==> src/rtl/piso_serializer.sv <==
// Parallel-in/serial-out stage: accepts WIDTH-bit words over valid/ready and
// emits one bit per clock, streaming back-to-back words with no gap cycles.
module piso_serializer #(
  parameter int unsigned WIDTH     = 8,
  parameter bit          MSB_FIRST = 1'b1,
  parameter logic        IDLE_BIT  = 1'b0
) (
  input  logic             clk,
  input  logic             rst,
  input  logic [WIDTH-1:0] in_data,
  input  logic             in_valid,
  output logic             in_ready,
  output logic             dout,
  output logic             dout_valid,
  output logic             last_bit,
  output logic             busy
);

  localparam int unsigned CW = (WIDTH > 1) ? $clog2(WIDTH) : 1;
  localparam logic [CW-1:0] LAST_CNT = CW'(WIDTH - 1);

  typedef enum logic {
    IDLE  = 1'b0,
    SHIFT = 1'b1
  } state_e;

  state_e           state_q, state_d;
  logic [WIDTH-1:0] shreg_q, shreg_d;
  logic [CW-1:0]    cnt_q, cnt_d;
  logic             accept;
  logic             at_last;

  assign at_last = (state_q == SHIFT) && (cnt_q == LAST_CNT);
  assign accept  = in_valid & in_ready;

  // NOTE: sequential state uses non-blocking assignments so every register
  // samples the pre-edge values of the others.
  always_ff @(posedge clk) begin
    if (rst) begin
      state_q <= IDLE;
      shreg_q <= '0;
      cnt_q   <= '0;
    end else begin
      state_q <= state_d;
      shreg_q <= shreg_d;
      cnt_q   <= cnt_d;
    end
  end

  // NOTE: every next-state signal gets a default first, so no path through
  // the case leaves it unassigned and no latch is inferred.
  always_comb begin
    state_d = state_q;
    shreg_d = shreg_q;
    cnt_d   = cnt_q;
    if (accept) begin
      // A reload on the last-bit cycle is what keeps consecutive words gapless.
      state_d = SHIFT;
      shreg_d = in_data;
      cnt_d   = '0;
    end else if (state_q == SHIFT) begin
      if (at_last) begin
        state_d = IDLE;
      end else begin
        shreg_d = MSB_FIRST ? {shreg_q[WIDTH-2:0], 1'b0}
                            : {1'b0, shreg_q[WIDTH-1:1]};
        cnt_d   = cnt_q + 1'b1;
      end
    end
  end

  always_comb begin
    in_ready   = 1'b0;
    dout       = IDLE_BIT;
    dout_valid = 1'b0;
    last_bit   = 1'b0;
    busy       = 1'b0;
    if (!rst) begin
      in_ready = (state_q == IDLE) || at_last;
    end
    if (state_q == SHIFT) begin
      dout       = MSB_FIRST ? shreg_q[WIDTH-1] : shreg_q[0];
      dout_valid = 1'b1;
      busy       = 1'b1;
      last_bit   = at_last;
    end
  end

endmodule

==> config.mk <==
export PLATFORM = sky130hd
export DESIGN_NAME = piso_serializer
export DESIGN_NICKNAME = d
export VERILOG_FILES = /design/src/rtl/piso_serializer.sv
export SDC_FILE = /design/constraint.sdc
export NUM_CORES = 1
export LEC_CHECK = 0
export CAP_MARGIN = 20
export CORE_AREA = 2 2 39 41
export CTS_CLUSTER_DIAMETER = 150
export CTS_CLUSTER_SIZE = 10
export DETAILED_ROUTE_END_ITERATION = 10
export DIE_AREA = 0 0 41 43
export DONT_BUFFER_PORTS = 1
export GPL_ROUTABILITY_DRIVEN = 0
export PLACE_DENSITY = 0.72
export SLEW_MARGIN = 20
export SYNTH_ARGS = -nofsm -noshare
export SYNTH_HDL_FRONTEND = slang
export SYNTH_SLANG_ARGS = --single-unit
==> constraint.sdc <==
create_clock -name clk -period 1.9 [get_ports clk]
set_clock_uncertainty 0.2 [all_clocks]
set_input_delay 0.475 -clock clk [delete_from_list [all_inputs] [get_ports clk]]
set_output_delay 0.475 -clock clk [all_outputs]
set_load 0.05 [all_outputs]
==> flow_summary.json, run 1 <==
{
  "status": "finished, violations left",
  "failed_checks": "negative setup slack",
  "cp-start-kind": "register",
  "io_buffers": 0,
  "fin_setup_tns_ns": -0.3136,
  "tightestPinTransition_ns": 0.3307,
  "post_drt_wl_per_cell_um": 13.99,
  "drv_cap": 0,
  "fin_crit_ns": 2.080,
  "synth.distinct_cells": 18,
  "routed_wl_mm": 1.119,
  "worstPathMaxFanout": 3,
  "rr_startpoint": "cnt_q[1]",
  "path_clk_slew_ns": 0.08,
  "yosys_warnings": 0,
  "clkSinkCount": 12,
  "synthTopCellsByArea": "dfxtp_1, a211oi_2, mux2i_1",
  "areaGrowthSynthToFinish_pct": 20.57,
  "crit_path_top_delay_cell": "dfxtp_2",
  "final_cell_mix": "dfxtp_1, nor2_1, mux2i_1",
  "stdcell_area_sq_um": 740.7,
  "start_util_pct": 44.39,
  "route.detailed.drc": 0,
  "antenna_found_initial": 0,
  "clockBufferDepth": 2,
  "rsz0062_at_grt": "yes",
  "row_count": 14,
  "grt_max_degree": 18,
  "root_buffer": "clkbuf_4",
  "drv_slew": 0,
  "slew_headroom_pct": 77.90,
  "leakagePower_nw": 0.2962,
  "ys_ff_latch": 12,
  "p_per_area_nw_per_um2": 776.4,
  "die_w_um": 41,
  "syn_nets": 71,
  "netlist.area_leader.share_pct": 39.10,
  "drive_gt1_share_pct": 45.31,
  "nets": 78,
  "syn_area_sq_um": 614.3,
  "grt_pass1_wl_mm": 1.752,
  "post-route-period-util_pct": 109.5,
  "worst_slack_ns": -0.1797,
  "cts.htree.levels": 1,
  "critPathMaxStageDelay_ns": 0.36,
  "max_clock_freq_mhz": 480.8,
  "cts_tree": "built",
  "drtPass1Iterations": 4,
  "io_pins": 16,
  "grt_usage_pct": 15.17,
  "cts_buffers": 3,
  "finalHoldViolations": 0,
  "cp.arrival_ns": 1.40,
  "vias": 432,
  "first_global_vias": 407,
  "hp-start": "rst",
  "clk_latency_ns": 0.27,
  "yosysTopAreaCell": "dfxtp_1",
  "vias_per_cell": 5.400,
  "dieArea_sq_um": 1763,
  "postRouteAntennaNets": 0,
  "core_area_sq_um": 1384,
  "netlist_instances": 58,
  "grt_overflow_total": 0,
  "setup_viol": 2,
  "insertedDiodeCount": 0,
  "critPathCaptureType": "primary output",
  "dr.first_iter.drc_count": 8,
  "placed_cell_area_sq_um": 658.1,
  "die_h_um": 43,
  "final_common_cell": "dfxtp_1",
  "hold_path.class": "in2reg",
  "hpwl_um": 675.7,
  "crit_top_cell": "ha_4",
  "path_class": "reg2out",
  "ir_worst_vdd_uv": 436.6,
  "crit_chain": "ha_4 > ha_4 > and2b_2 > nor2_4",
  "startpoint": "cnt_q[1]",
  "postSynthAreaPerCell_sq_um": 10.59,
  "ys_seq_area_share_pct": 39.10,
  "cp.required_ns": 1.22
}
==> report_power, final <==
part	switching, mW	total [mW]	internal, mW
combinational	0.0513	0.0913	0.0400
clock	0.0866	0.203	0.116
sequential	0.0110	0.281	0.270
==> cell usage after synthesis, drive strengths merged <==
library cell and number:
a211oi 7, buf 5, mux2i 8, and2b 1
and2 2, dfxtp 12, ha 2, nand2b 2
nor2 10, nand3b 3, nor3 1, nand2 2
a21oi 3
==> timing repair <==
item / 4_1_cts / 5_1_grt
endpoints found under the hold margin: 0 / 0
gates resized for setup: 7 / 1
hold buffers: 0 / 0
setup endpoints to repair: 2 / 2
setup buffers: 1 / 1
pin swaps: 2 / 1
==> final timing paths <==
| kind | slack [ns] | end | cells after the start |
|---|---|---|---|
| setup / recovery | -0.18 | in_ready | 4 |
| hold / removal | 0.05 | cnt_q[1] | 1 |
| setup reg to reg | 0.38 | shreg_q[2] | 6 |
| hold reg to reg | 0.32 | cnt_q[0] | 2 |
==> logic make-up (layout without fill, tap and decap cells) <==
logic type	Yosys count	count (layout)	share of synthesized area (%)
adder cells (fa/ha/maj)	2	2	4.073
buffers and inverters	5	11	7.533
flip-flops	12	12	39.10
multiplexers	8	8	13.04
AND/OR/NAND/NOR	21	21	18.33
AO/OA/AOI/OAI	10	10	17.92
==> routing by layer <==
layer	global-route usage (%)	share of wire [%]
met5	0	0
met4	14.00	5.5
met3	1.571	3.5
met2	21.56	52
met1	18.75	39
==> registers in the layout (all words and copies together) (netlist names) <==
register	count
cnt_q	3
shreg_q	8
state_q	1
==> through the flow <==
stage                     util (%)  instances  hold slack, ns  power (mW)  setup WS (ns)
after floorplan                  -         58          0.2709      0.3729        0.05307
after global placement       47.56         74          0.2771      0.3718         0.1231
after detailed placement     47.56         74          0.2826      0.3740        0.08751
after CTS                    52.80         79         0.03937      0.5789        -0.2008
after global routing         53.53         80         0.03993      0.6009        -0.2276
final                        53.53         80         0.04675      0.5751        -0.1797
==> final cells by class <==
cell class              count  area [sq um]
well taps                  16         20.02
repair buffers              7         77.57
flip-flops and latches     12         242.7
multi-input cells          41         364.1
fillers                   113         643.1
clock buffers               4         36.28
==> worst max-delay path: cells and delay by family (launching register included) <==
kind | cells | cell delay (ns)
flip-flops | 1 | 0.36
AND/OR/NAND/NOR | 2 | 0.51
adder cells (fa/ha/maj) | 2 | 0.26
No activity file was read; power rests on OpenSTA's default activity.
==> run 2, diff against run 1 <==
--- a/config.mk
+++ b/config.mk
@@ -5,6 +5,7 @@
 export SDC_FILE = /design/constraint.sdc
 export NUM_CORES = 1
 export LEC_CHECK = 0
+export ABC_AREA = 1
 export CAP_MARGIN = 20
 export CORE_AREA = 2 2 39 41
 export CTS_CLUSTER_DIAMETER = 150
@@ -13,7 +14,7 @@
 export DIE_AREA = 0 0 41 43
 export DONT_BUFFER_PORTS = 1
 export GPL_ROUTABILITY_DRIVEN = 0
-export PLACE_DENSITY = 0.72
+export PLACE_DENSITY = 0.75
 export SLEW_MARGIN = 20
 export SYNTH_ARGS = -nofsm -noshare
 export SYNTH_HDL_FRONTEND = slang
==> flow_summary.json, run 2 <==
{
  "grt_overflow_total": 0,
  "synthTopCellsByArea": "dfxtp_1, nand2_1, nor2_1",
  "rsz0062_at_grt": "yes",
  "hpwl_um": 885.5,
  "drv_slew": 0,
  "final_cell_mix": "nand2_1, nor2_1, inv_1",
  "tightestPinTransition_ns": 0.4014,
  "worstPathMaxFanout": 3,
  "p_per_area_nw_per_um2": 719.0,
  "synthArstFlopShare_pct": 0,
  "largest_reg_flops": 8,
  "areaGrowthSynthToFinish_pct": 19.27,
  "num-fill-cells": 141,
  "vias": 582,
  "multi_input_area_sq_um": 345.3,
  "grt_pass1_wl_mm": 1.994,
  "slew_headroom_pct": 73.18,
  "whs_ns": 0.06530,
  "synth_edf_count": 0,
  "die_w_um": 41,
  "dr.first_iter.drc_count": 10,
  "row_count": 14,
  "dp_slack_ns": 0.1344,
  "start_util_pct": 46.93,
  "setup_viol": 1,
  "drv_cap": 0,
  "ys_ff_latch": 12,
  "fin_crit_ns": 1.908,
  "cts_tree": "built",
  "syn_nets": 112,
  "drive_gt1_share_pct": 17.31,
  "hold_path.class": "in2reg",
  "failed_checks": "negative setup slack",
  "yosysMostFrequentCell": "nand2_1",
  "ff_latch_area_sq_um": 242.7,
  "synth.distinct_cells": 15,
  "post_drt_wl_per_cell_um": 10.13,
  "path_class": "reg2out",
  "postRouteAntennaNets": 0,
  "grt_max_degree": 16,
  "io_buffers": 0,
  "insertedDiodeCount": 0,
  "status": "finished, violations left",
  "ys_top_cells_by_count": "nand2_1, nor2_1, inv_1",
  "fin_cells": 120,
  "cp-start-kind": "register",
  "yosys_warnings": 0,
  "core_area_sq_um": 1384,
  "final_common_cell": "nand2_1",
  "nets": 118,
  "netlist_instances": 99,
  "cp.required_ns": 1.22,
  "path_clk_slew_ns": 0.08,
  "root_buffer": "clkbuf_4",
  "finalHoldViolations": 0,
  "ir_worst_vdd_uv": 473.8,
  "route.detailed.drc": 0,
  "dieArea_sq_um": 1763,
  "antenna_found_initial": 0,
  "clockBufferDepth": 2,
  "worst_slack_ns": -0.007570,
  "postSynthAreaPerCell_sq_um": 6.559,
  "synthFlopType": "dfxtp_1",
  "syn_area_sq_um": 649.4,
  "max_clock_freq_mhz": 524.2,
  "io_pins": 16,
  "first_global_vias": 513,
  "ys_seq_area_share_pct": 36.99,
  "vias_per_cell": 4.850,
  "cp.arrival_ns": 1.23,
  "cts_buffers": 3,
  "grt_usage_pct": 16.33,
  "clkSinkCount": 12,
  "post-route-period-util_pct": 100.4,
  "routed_wl_mm": 1.216,
  "top_register": "shreg_q",
  "clk_latency_ns": 0.27,
  "numPlacedInstances": 114,
  "netlist.area_leader.share_pct": 36.99,
  "drtPass1Iterations": 4,
  "critPathCaptureType": "primary output",
  "cts.htree.levels": 1,
  "largestRegisters": "shreg_q: 8 flops, cnt_q: 3 flops, state_q: 1 flops",
  "yosysTopAreaCell": "dfxtp_1",
  "die_h_um": 43,
  "cts_hold_buf": 0,
  "leakagePower_nw": 0.3711
}
## run 2: cell types whose count changed after synthesis, moves of 7 or more
cell      before  now
nand2_1        2   26
nand4_1        0    7
inv_1          0   16
a211oi_2       7    0
mux2i_1        8    0
nor2_1        10   23
## run 2: cell type report
cell class | instances | share of cell area, %
clock buffers | 4 | 4.685
inverters | 16 | 7.754
multi-input cells | 66 | 44.59
flip-flops and latches | 12 | 31.34
well taps | 16 | 2.585
repair buffers | 6 | 9.047
## run 2: worst max-delay path, stage by stage (launching register included)
cell and delay (ns):
dfxtp_2 0.36, ha_4 0.14, ha_4 0.14, nor2_4 0.04
nor2_4 0.28
## run 2: power by group
| part | switching [mW] | leakage, nW | total, mW | internal, mW |
|---|---|---|---|---|
| sequential | 0.00837 | 0.0988 | 0.272 | 0.264 |
| clock | 0.0850 | 0.0210 | 0.201 | 0.116 |
| combinational | 0.0549 | 0.251 | 0.0834 | 0.0285 |
## run 2: what timing repair did
action | in CTS | in global routing
setup endpoints to repair | 2 | 2
pin swaps | 3 | 2
gates resized for setup | 7 | 1
buffers inserted | 1 | 1
## run 2: cells by family after synthesis
| family | synth area share [%] |
|---|---|
| AOI/OAI and AO/OA | 3.275 |
| xor gates and xnor gates | 1.349 |
| adders and majority gates | 3.853 |
| buffers and inverters | 15.22 |
| DFF | 36.99 |
| and+or+nand+nor | 39.30 |
## run 2: path summary, 6_finish.rpt
| path | slack (ns) | end | from | depth (start not counted) |
|---|---|---|---|---|
| max reg2reg | 0.09 | shreg_q[6] | cnt_q[1] | 9 |
| min reg2reg | 0.27 | shreg_q[0] | shreg_q[0] | 2 |
| min | 0.07 | shreg_q[0] | rst | 1 |
| max | -0.008 | in_ready | cnt_q[0] | 4 |
## run 2: metrics by stage
step / power, mW / TNS (ns) / util, % / area [sq um]
floorplan: 0.3527 / 0 / - / 654.4
global placement: 0.3537 / 0 / 49.91 / 690.7
detailed placement: 0.3555 / 0 / 49.91 / 690.7
CTS: 0.5636 / -0.02755 / 55.43 / 767.0
global route: 0.5850 / -0.1013 / 55.97 / 774.5
finish: 0.5569 / -0.007570 / 55.97 / 774.5
## run 2: routing by layer
layer	part of all wire, %	track usage (%)	vias up
met5	0	0	-
met4	1.2	8.667	0
met3	6.3	4.188	4
met2	48	25.00	16
met1	45	19.93	254
li1	-	-	308
